--- config.mk ---
export PLATFORM = sky130hd
export DESIGN_NAME = pu_spi_slave_driver
export DESIGN_NICKNAME = d
export VERILOG_FILES = /design/src/rtl/pu_spi_pkg.sv /design/src/rtl/pu_spi_sync.sv /design/src/rtl/pu_spi_slave_driver.sv
export SDC_FILE = /design/constraint.sdc
export NUM_CORES = 1
export LEC_CHECK = 0
export ABC_AREA = 1
export CAP_MARGIN = 20
export CORE_MARGIN = 2
export CORE_UTILIZATION = 25
export CTS_CLUSTER_DIAMETER = 120
export DETAILED_ROUTE_END_ITERATION = 8
export HOLD_SLACK_MARGIN = 0.06
export PLACE_DENSITY = 0.51
export SYNTH_ARGS = -nofsm -noshare
export SYNTH_HDL_FRONTEND = slang
export SYNTH_HIERARCHICAL = 1
export SYNTH_SLANG_ARGS = --single-unit
--- constraint.sdc ---
create_clock -name clk -period 1.5 [get_ports clk]
set_input_delay 0.15 -clock clk [delete_from_list [all_inputs] [get_ports clk]]
set_output_delay 0.15 -clock clk [all_outputs]
set_load 0.01 [all_outputs]
--- src/rtl/pu_spi_pkg.sv ---
// Shared state encoding and helpers for the SPI processing-unit slave front end.
package pu_spi_pkg;

  typedef enum logic [2:0] {
    S_IDLE,
    S_SHIFT,
    S_RDY0,
    S_RDY1,
    S_RELOAD
  } spi_state_t;

  // Length of the word strobe that pu_buffer needs for its save/emit pair.
  localparam int READY_CYCLES = 2;

  function automatic int bit_cnt_width(input int data_width);
    return (data_width > 1) ? $clog2(data_width) : 1;
  endfunction

endpackage

--- src/rtl/pu_spi_sync.sv ---
// Multi-flop synchronizer for one asynchronous line, with edge pulses taken
// from the synchronized output and one further history flop.
module pu_spi_sync #(
  parameter int   SYNC_STAGES = 2,
  parameter logic RESET_VAL   = 1'b0
) (
  input  logic clk,
  input  logic rst,
  input  logic d,
  output logic q,
  output logic rise,
  output logic fall
);

  logic [SYNC_STAGES-1:0] sync_q;
  logic                   last_q;

  // NOTE: sequential state uses non-blocking assignments so every flop samples pre-edge values.
  always_ff @(posedge clk or negedge rst) begin
    if (!rst) begin
      sync_q <= {SYNC_STAGES{RESET_VAL}};
      last_q <= RESET_VAL;
    end else begin
      sync_q <= {sync_q[SYNC_STAGES-2:0], d};
      last_q <= sync_q[SYNC_STAGES-1];
    end
  end

  assign q    = sync_q[SYNC_STAGES-1];
  assign rise = q & ~last_q;
  assign fall = ~q & last_q;

endmodule

--- src/rtl/pu_spi_slave_driver.sv ---
// SPI mode-0 slave serializer feeding pu_buffer with a two-cycle ready strobe.
// Build option: define PU_SPI_MISO_TRISTATE_EN to float miso while not busy.
module pu_spi_slave_driver
  import pu_spi_pkg::*;
#(
  parameter int DATA_WIDTH  = 8,
  parameter int SYNC_STAGES = 2
) (
  input  logic                  clk,
  input  logic                  rst,
  input  logic                  sclk,
  input  logic                  cs,
  input  logic                  mosi,
  output logic                  miso,
  input  logic [DATA_WIDTH-1:0] data_in,
  output logic [DATA_WIDTH-1:0] data_out,
  output logic                  ready,
  output logic                  busy
);

  localparam int              CNT_W    = bit_cnt_width(DATA_WIDTH);
  localparam logic [CNT_W-1:0] LAST_BIT = CNT_W'(DATA_WIDTH - 1);

  logic sclk_q, sclk_rise, sclk_fall;
  logic cs_q, cs_rise, cs_fall;
  logic [SYNC_STAGES-1:0] mosi_sync;
  logic mosi_q;

  pu_spi_sync #(.SYNC_STAGES(SYNC_STAGES), .RESET_VAL(1'b0)) u_sclk_sync (
    .clk  (clk),
    .rst  (rst),
    .d    (sclk),
    .q    (sclk_q),
    .rise (sclk_rise),
    .fall (sclk_fall)
  );

  // cs idles high, so its chain resets high to keep busy low out of reset.
  pu_spi_sync #(.SYNC_STAGES(SYNC_STAGES), .RESET_VAL(1'b1)) u_cs_sync (
    .clk  (clk),
    .rst  (rst),
    .d    (cs),
    .q    (cs_q),
    .rise (cs_rise),
    .fall (cs_fall)
  );

  logic unused_sync;
  assign unused_sync = sclk_q ^ cs_fall;

  // mosi is taken from the same stage as the sclk edge so the bit lines up with its rise.
  always_ff @(posedge clk or negedge rst) begin
    if (!rst) mosi_sync <= '0;
    else      mosi_sync <= {mosi_sync[SYNC_STAGES-2:0], mosi};
  end
  assign mosi_q = mosi_sync[SYNC_STAGES-1];

  spi_state_t            state_q, state_d;
  logic [CNT_W-1:0]      bit_cnt_q, bit_cnt_d;
  logic [DATA_WIDTH-1:0] rx_sh_q, rx_sh_d;
  logic [DATA_WIDTH-1:0] tx_sh_q, tx_sh_d;
  logic [DATA_WIDTH-1:0] data_out_q, data_out_d;
  logic                  abort_q, abort_d;

  // NOTE: the shift registers are reset with everything else so miso is defined from the first busy cycle.
  always_ff @(posedge clk or negedge rst) begin
    if (!rst) begin
      state_q    <= S_IDLE;
      bit_cnt_q  <= '0;
      rx_sh_q    <= '0;
      tx_sh_q    <= '0;
      data_out_q <= '0;
      abort_q    <= 1'b0;
    end else begin
      state_q    <= state_d;
      bit_cnt_q  <= bit_cnt_d;
      rx_sh_q    <= rx_sh_d;
      tx_sh_q    <= tx_sh_d;
      data_out_q <= data_out_d;
      abort_q    <= abort_d;
    end
  end

  // NOTE: every signal written here gets a default first so no latch is inferred.
  always_comb begin
    state_d    = state_q;
    bit_cnt_d  = bit_cnt_q;
    rx_sh_d    = rx_sh_q;
    tx_sh_d    = tx_sh_q;
    data_out_d = data_out_q;
    abort_d    = abort_q;

    unique case (state_q)
      S_IDLE: begin
        bit_cnt_d = '0;
        abort_d   = 1'b0;
        if (!cs_q) begin
          tx_sh_d = data_in;
          state_d = S_SHIFT;
        end
      end

      S_SHIFT: begin
        if (cs_q) begin
          bit_cnt_d = '0;
          state_d   = S_IDLE;
        end else if (sclk_rise) begin
          rx_sh_d = {rx_sh_q[DATA_WIDTH-2:0], mosi_q};
          if (bit_cnt_q == LAST_BIT) begin
            bit_cnt_d  = '0;
            data_out_d = {rx_sh_q[DATA_WIDTH-2:0], mosi_q};
            state_d    = S_RDY0;
          end else begin
            bit_cnt_d = bit_cnt_q + CNT_W'(1);
          end
        end else if (sclk_fall && (bit_cnt_q != '0)) begin
          // The fall after the last bit leaves tx_sh alone; the reload refills it.
          tx_sh_d = {tx_sh_q[DATA_WIDTH-2:0], 1'b0};
        end
      end

      S_RDY0: begin
        if (cs_rise) abort_d = 1'b1;
        state_d = S_RDY1;
      end

      S_RDY1: begin
        abort_d = 1'b0;
        state_d = (abort_q || cs_rise || cs_q) ? S_IDLE : S_RELOAD;
      end

      S_RELOAD: begin
        tx_sh_d = data_in;
        state_d = S_SHIFT;
      end

      default: state_d = S_IDLE;
    endcase
  end

  assign data_out = data_out_q;
  assign ready    = (state_q == S_RDY0) || (state_q == S_RDY1);
  assign busy     = ~cs_q;

`ifdef PU_SPI_MISO_TRISTATE_EN
  assign miso = busy ? tx_sh_q[DATA_WIDTH-1] : 1'bz;
`else
  assign miso = busy ? tx_sh_q[DATA_WIDTH-1] : 1'b0;
`endif

endmodule

* Yosys cells after proc, flatten, opt, wreduce, memory -nomap -nowiden
Index checks and enable logic that the tools add are counted.
Word-level totals: logic and storage cells 65, register bits after elaboration 38, output and inout bits 11, bits of input ports 13
Operators by class: equal/unequal tests 12, add/subtract/negate cells 1, bitwise logic cells 7, reduce and logical (&&, ||, !) cells 16, muxes and demuxes 18
Operators by type and width (count):
- $mux W8 | 4
- $mux W3 | 8
- $pmux W8 S3 | 1
- $pmux W3 S5 | 1
- $ne A2 B2 Y1 const B | 5
- $eq A3 B2 Y1 const B | 2
- $eq A3 B3 Y1 const B | 2
- $ne A3 B2 Y1 const B | 2
- $pmux W3 S2 | 1
- $reduce_and A3 Y1 | 2
- $reduce_bool A3 Y1 | 2
- $reduce_and A5 Y1 | 1
- $not A1 Y1 | 4
- $reduce_and A2 Y1 | 2
- $reduce_and A4 Y1 | 1
- $reduce_bool A2 Y1 | 2
- $add A3 B1 Y3 const B | 1
- $and A1 B1 Y1 | 3
- $eq A3 B1 Y1 const B | 1
- $logic_not A3 Y1 | 1
- $logic_or A1 B1 Y1 | 3
- $mux W1 | 2
- $pmux W1 S2 | 1
- $reduce_or A2 Y1 | 1
- $logic_and A1 B1 Y1 | 1

* Logic depth before layout (Yosys ltp)
Gate-level depths: netlist (run 1).
depth after elaboration 7, gate-level depth with buffers 10, gate-level depth less buffers 9

* Hierarchy
The synthesis (run 1) kept the hierarchy.
Modules (own cells, without submodules):
- pu_spi_slave_driver | area an instance 1577.8 sq um, instances 1, sequential area each 800.8 sq um, cells each 191
- pu_spi_sync at u_cs_sync | area an instance 93.8 sq um, instances 1, sequential area each 78.8 sq um, cells each 7
- pu_spi_sync at u_sclk_sync | area an instance 90.1 sq um, instances 1, sequential area each 75.1 sq um, cells each 7

* Least setup slack after synthesis (run 1)
No wires, ideal clock.
path type register -> register, start point register bit_cnt_q[0], end point register state_q[1], setup slack -0.023 ns, library setup time 0.120 ns, required time 1.380 ns, arrival time 1.403 ns, period minus slack after synthesis 1.523 ns, cell stages (with the launch flop) 8, cells stage by stage dfrtp_1 -> ha_1 -> ha_1 -> inv_1 -> clkbuf_1 -> nand4_1 -> nand3_1 -> a21oi_1
On the way: word-level cells in the longest chain between the ends 3
RTL lines:
- from (decl) | line pu_spi_slave_driver.sv:59 | logic [CNT_W-1:0] bit_cnt_q, bit_cnt_d;
- from (signal assigned) | line pu_spi_slave_driver.sv:76 | bit_cnt_q <= bit_cnt_d;
- $eq A3 B3 Y1 | line pu_spi_slave_driver.sv:109 | if (bit_cnt_q == LAST_BIT) begin
- $ne A3 B2 Y1 (no source line)
- $reduce_and A3 Y1 (no source line)
- to (signal assigned) | line pu_spi_slave_driver.sv:75 | state_q <= state_d;
- to (decl) | line pu_spi_slave_driver.sv:58 | spi_state_t state_q, state_d;
Every way passes these cells. A chain may end at the register's enable or synchronous reset.

* Worst setup path in the final report (run 1)
start point register u_cs_sync.sync_q[1], end point output miso
On the way: word-level cells in the longest chain between the ends 1
RTL lines:
- from (decl) | line pu_spi_sync.sv:15 | logic [SYNC_STAGES-1:0] sync_q;
- from (signal assigned) | line pu_spi_sync.sv:21 | sync_q <= {SYNC_STAGES{RESET_VAL}};
- from (signal assigned) | line pu_spi_sync.sv:24 | sync_q <= {sync_q[SYNC_STAGES-2:0], d};
- $mux W1 | line pu_spi_slave_driver.sv:148 | assign miso = busy ? tx_sh_q[DATA_WIDTH-1] : 1'b0;
- to (decl) | line pu_spi_slave_driver.sv:14 | output logic miso,
Every way passes these cells.

==> flow_metrics.env, run 1 <==
export IMPL_cp_slowest_cell="dfstp_2"
export IMPL_io_pins=24
export IMPL_hold_depth=1
export IMPL_powerDensity_nw_per_um2=1590
export IMPL_dpl_hpwl_microns=2400
export IMPL_fin_crit_sh_pct=95.4
export IMPL_finalCriticalPeriod_ps=1430
export IMPL_dp_slack_ps=91.8
export IMPL_cts_tree="built"
export IMPL_hold_path_end="u_cs_sync/sync_q[0]"
export IMPL_ant_nets=0
export IMPL_clkTransAtPathRegs_ps=70
export IMPL_cp_data_required_time_ps=1350
export IMPL_syn_inst=203
export IMPL_hold_class="in2reg"
export IMPL_grt_pass1_vias=1340
export IMPL_rsz0062_at_grt="false"
export IMPL_fp_dieH_microns=87.8
export IMPL_crit_buf_inv=2
export IMPL_cts_buffers=5
export IMPL_finalHoldViolations=0
export IMPL_hold_worst_slack_ps=264
export IMPL_fillers=712
export IMPL_grt_max_degree=39
export IMPL_antenna_found_initial=0
export IMPL_area_growth_pct=28.2
export IMPL_grt_overflow=0
export IMPL_start_util_pct=25.8
export IMPL_p_total_mw=3.58
export IMPL_synth_fp_nets=219
export IMPL_cts_root_buffer="clkbuf_8"
export IMPL_worst_pin_slew_ps=487
export IMPL_clk_path_buf_depth=2
export IMPL_ys_warn_count=6
export IMPL_worst_ep_arrival_time_ps=1280
export IMPL_rows=30
export IMPL_drtIter0Drc=92
export IMPL_worst_setup_path_start_kind="flip-flop"
export IMPL_cp_cell_sequence="buf_4 > nor2_1 > dlygate4sd2_1"
export IMPL_die_w_microns=87.8
export IMPL_n_antenna_cell=0
export IMPL_drt_pass1_iter_count=4
export IMPL_drive_gt1_share_pct=15.1
export IMPL_p_leak_nw=1.16
export IMPL_multiInputGateArea_sq_um=684
export IMPL_crit_family="flip-flops"
export IMPL_rr_startpoint="u_cs_sync/sync_q[1]"
export IMPL_final_core_util_pct=33.1
export IMPL_path_class="reg2out"
export IMPL_relSlewSlack_pct=67.6
export IMPL_vias=1367
export IMPL_grt_use_total_pct=10.8
export IMPL_via_per_inst=4.08
export IMPL_clk_insertion_delay_late_ps=290
export IMPL_cp_end_kind="output port"
export IMPL_core_sq_um=6790
export IMPL_path_max_fanout=3
export IMPL_fin_tns_setup_ps=0
export IMPL_timing_rr_end="state_q[1]"
export IMPL_syn_cell_area_sq_um=1750
export IMPL_h_tree_depth=2
export IMPL_wire_per_inst_microns=10.6
export IMPL_seq_area_sq_um=957
export IMPL_avgSynthCellArea_sq_um=8.64
export IMPL_cts_sinks=38
export IMPL_drv_slew=0
export IMPL_status="finished clean"
export IMPL_fmax_ghz=0.699
export IMPL_grt_pass1_wl_microns=6310
export IMPL_layout_setup_ws_ps=68.8
export IMPL_die_area_sq_um=7700
export IMPL_gp_congestion=0.695
export IMPL_fin_worst_skew_ps=10.8
export IMPL_numPortBuffers=23
export IMPL_reg2regPathDepth=6
export IMPL_cpPeakStageDelay_ps=550
export IMPL_vdd_drop_max_mv=0.427
export IMPL_nets=254
export IMPL_r2r_setup_slack_ps=110
export IMPL_hp_start="cs"
export IMPL_wl_microns=3540
export IMPL_drcViolationCount=0
export IMPL_setup_viol=0
export IMPL_max_cap_violations=0
## worst max path at each step
stage                     slack (ps)           end  cells after the start                 from
after CTS                         40          miso                      3  u_cs_sync/sync_q[1]
final                             70          miso                      3  u_cs_sync/sync_q[1]
after global placement           110    tx_sh_q[2]                      6  u_cs_sync/sync_q[1]
after detailed placement          90  bit_cnt_q[0]                      6  u_cs_sync/sync_q[1]
after global routing               2    state_q[0]                      5         bit_cnt_q[0]
after floorplan                  110    state_q[1]                      7         bit_cnt_q[0]
## stage by stage
| stage | cell area [sq um] | instances |
|---|---|---|
| 2_1_floorplan | 1760 | 203 |
| 3_3_place_gp | 2120 | 323 |
| 3_5_place_dp | 2120 | 323 |
| 4_1_cts | 2240 | 335 |
| 5_1_grt | 2250 | 335 |
| 6_report | 2250 | 335 |
## state kept, by name (all words and copies together) (netlist names)
name	cells
u_cs_sync/last_q	1
bit_cnt_q	3
state_q	3
rx_sh_q	7
data_out	8
tx_sh_q	8
u_cs_sync/sync_q	2
u_sclk_sync/last_q	1
u_sclk_sync/sync_q	2
mosi_sync	2
abort_q	1
## where the power goes
part / total, mW / switching, mW / internal, mW
logic: 1.44 / 0.891 / 0.548
registers: 1.47 / 0.190 / 1.28
clock network: 0.678 / 0.356 / 0.322
## cells in the final DEF, fill, tap and decap left out, types with 3 or more instances in the layout
master	instances
buf_4	9
clkbuf_8	5
clkdlybuf4s50_1	19
dfrtp_1	33
dfstp_2	3
dlygate4sd2_1	3
ha_1	3
inv_1	19
nand2_1	77
nand3_1	20
nor2_1	10
nor2_4	3
o21ai_0	9
o21ai_2	3
## timing repair
action,4_1_cts,5_1_grt
endpoints found under the hold margin,35,0
buffers inserted,3,0
resized for setup,5,2
setup endpoints to repair,3,8
hold buffers,1,0
## routing by layer
metal	vias to the layer above	global-route usage (%)	wire (microns)
li1	711	-	-
met1	634	14.6	1790
met2	18	15.7	1570
met3	4	2.83	91
met4	0	5.87	78
met5	-	0	0
## cell type report
type,instances,area share (%)
clock buffer,6,3.23
clock inverter,2,0.445
inverter,20,3.34
multi-input combinational,138,30.4
sequential,38,42.5
tap,96,5.34
timing repair buffer,35,14.7
Power figures use the tool's default switching activity.
==> run 2: changes to the inputs <==
- SYNTH_HIERARCHICAL: 1 -> unset
==> run 2 against run 1 <==
Net effect: sequential share of layout area shrank 2.2 points; critical path depth did not move; critical path type unchanged; combinational power increased by 13%; critical endpoint is now busy; register-to-register slack got worse by 20 ps.
==> flow_metrics.env, run 2 <==
export IMPL_reg2regPathDepth=8
export IMPL_p_total_mw=4.12
export IMPL_drt_pass1_iter_count=4
export IMPL_design_area_sq_um=2370
export IMPL_cts_sinks=38
export IMPL_via_per_inst=4.26
export IMPL_dp_slack_ps=55.7
export IMPL_fmax_ghz=0.712
export IMPL_die_area_sq_um=7550
export IMPL_core_sq_um=6720
export IMPL_drcViolationCount=0
export IMPL_drv_slew=0
export IMPL_grt_overflow=0
export IMPL_cts_root_buffer="clkbuf_8"
export IMPL_synth_fp_nets=213
export IMPL_fin_cells=324
export IMPL_timing_rr_end="data_out[3]"
export IMPL_area_growth_pct=38.0
export IMPL_final_common_cell="nand2_1"
export IMPL_grt_pass1_vias=1399
export IMPL_vdd_drop_max_mv=0.663
export IMPL_worst_ep_arrival_time_ps=1260
export IMPL_antenna_found_initial=0
export IMPL_dpl_cell_area_sq_um=2100
export IMPL_avgSynthCellArea_sq_um=8.71
export IMPL_drtIter0Drc=77
export IMPL_vias=1379
export IMPL_yosys_top_cells_count="83 x nand2_1, 35 x dfrtp_1, 18 x nand3_1, 12 x inv_1, 7 x nor2_1"
export IMPL_final_cell_mix="82 x nand2_1, 34 x dfrtp_1, 19 x clkdlybuf4s50_1"
export IMPL_status="finished clean"
export IMPL_start_util_pct=25.5
export IMPL_path_class="reg2out"
export IMPL_fp_dieH_microns=86.9
export IMPL_n_antenna_cell=0
export IMPL_numPortBuffers=23
export IMPL_cp_data_required_time_ps=1350
export IMPL_worst_setup_path_start_kind="flip-flop"
export IMPL_synth_top_cell_area_share_pct=51.0
export IMPL_clkTransAtPathRegs_ps=70
export IMPL_clk_insertion_delay_late_ps=300
export IMPL_final_core_util_pct=35.3
export IMPL_cts_buffers=5
export IMPL_finalCriticalPeriod_ps=1410
export IMPL_fin_worst_skew_ps=5.47
export IMPL_hold_class="in2reg"
export IMPL_ys_flop_type="dfrtp_1"
export IMPL_ys_seq_elements=38
export IMPL_clk_path_buf_depth=2
export IMPL_dpl_hpwl_microns=2370
export IMPL_crit_path_end="busy"
export IMPL_drive_gt1_share_pct=20.9
export IMPL_synth_area_leaders="dfrtp_1 51%, nand2_1 18%, nand3_1 5.2%, dfstp_2 4.6%, inv_1 2.6%"
export IMPL_grt_pass1_wl_microns=6250
export IMPL_syn_inst=197
export IMPL_powerDensity_nw_per_um2=1740
export IMPL_grt_max_degree=39
export IMPL_dp_cells=305
export IMPL_die_w_microns=86.9
export IMPL_worst_pin_slew_ps=491
export IMPL_p_leak_nw=1.21
export IMPL_yosysTopAreaCell="dfrtp_1"
export IMPL_ant_nets=0
export IMPL_fin_crit_sh_pct=93.7
export IMPL_layout_setup_ws_ps=95.0
export IMPL_seq_area_frac_synth_pct=55.6
export IMPL_h_tree_depth=2
export IMPL_setup_viol=0
export IMPL_max_cap_violations=0
export IMPL_gp_congestion=0.792
export IMPL_synth_most_common_cell="nand2_1"
export IMPL_path_max_fanout=5
export IMPL_grt_use_total_pct=10.6
export IMPL_wl_microns=3510
export IMPL_ys_warn_count=0
export IMPL_nets=259
export IMPL_yosys_cell_types_count=27
export IMPL_syn_cell_area_sq_um=1720
export IMPL_synth_edf_count=0
export IMPL_synth_async_sr_flop_share_pct=100
export IMPL_finalHoldViolations=0
export IMPL_wire_per_inst_microns=10.8
export IMPL_rr_startpoint="state_q[1]"
export IMPL_relSlewSlack_pct=67.3
export IMPL_r2r_setup_slack_ps=90
export IMPL_cts_tree="built"
export IMPL_io_pins=24
export IMPL_rows=30
export IMPL_startpoint="u_cs_sync.sync_q[1]"
export IMPL_cp_end_kind="output port"
run 2: cell types whose count changed in the layout (fill, tap and decap cells not counted), moves of 3 or more:
cell	delta
buf_4	+7
nand2_1	+5
o21ai_0	-4
inv_1	-7
o21ai_1	+3
nor2_1	-4
run 2: final cells by class:
type,instances,area (sq um)
clock buffers,6,82.6
inverters,16,67.6
repair buffers,43,404
fillers,705,4350
clock inverters,2,60.1
flip-flops and latches,38,956
multi-input cells,139,698
well taps,80,100
run 2: how the worst min path moves through the flow:
stage,startpoint,endpoint,slack [ps],depth (start not counted)
2_1_floorplan,rst,abort_q,-150,0
3_3_place_gp,rst,data_out[1],240,2
3_5_place_dp,rst,data_out[1],240,2
4_1_cts,cs,u_cs_sync.sync_q[0],250,1
5_1_grt,cs,u_cs_sync.sync_q[0],250,1
6_report,cs,u_cs_sync.sync_q[0],260,1
run 2: routing by layer:
metal / GRT usage, % / wire, microns / up-vias
met5: 0 / 0 / -
met4: 4.69 / 79 / 0
met3: 2.65 / 108 / 5
met2: 16.4 / 1580 / 18
met1: 13.9 / 1740 / 642
li1: - / - / 714
run 2: worst max-delay path: stages (launching register included):
cell and delay (ps):
dfstp_2 560, buf_4 120, inv_2 50, clkdlybuf4s15_1 230
run 2: kinds of logic after synthesis:
| family | after synthesis | share of synthesized area, % |
|---|---|---|
| buffers and inverters | 20 | 5.61 |
| adders and majority gates | 3 | 2.19 |
| AOI/OAI and AO/OA | 15 | 5.47 |
| DFF | 38 | 55.6 |
| and+or+nand+nor | 121 | 31.1 |
run 2: power breakdown:
part / switching [mW] / leakage [nW] / internal, mW
Sequential: 0.144 / 0.488 / 1.26
Clock: 0.379 / 0.0714 / 0.710
Combinational: 0.962 / 0.648 / 0.667
run 2: stage by stage:
| stage | hold WS (ps) | setup TNS (ps) |
|---|---|---|
| after floorplan | -146 | 0 |
| after global placement | 240 | 0 |
| final | 256 | 0 |
| after global routing | 247 | -2.44 |
| after detailed placement | 237 | 0 |
| after CTS | 254 | 0 |
run 2: timing repair:
| item | 4_1_cts | 5_1_grt |
|---|---|---|
| gates resized for setup | 5 | 9 |
| hold buffers | 1 | 0 |
| cloned | 0 | 0 |
| setup endpoints to repair | 3 | 21 |
| setup buffers | 5 | 5 |
| pin swaps | 0 | 2 |
| hold endpoints to repair | 35 | 0 |
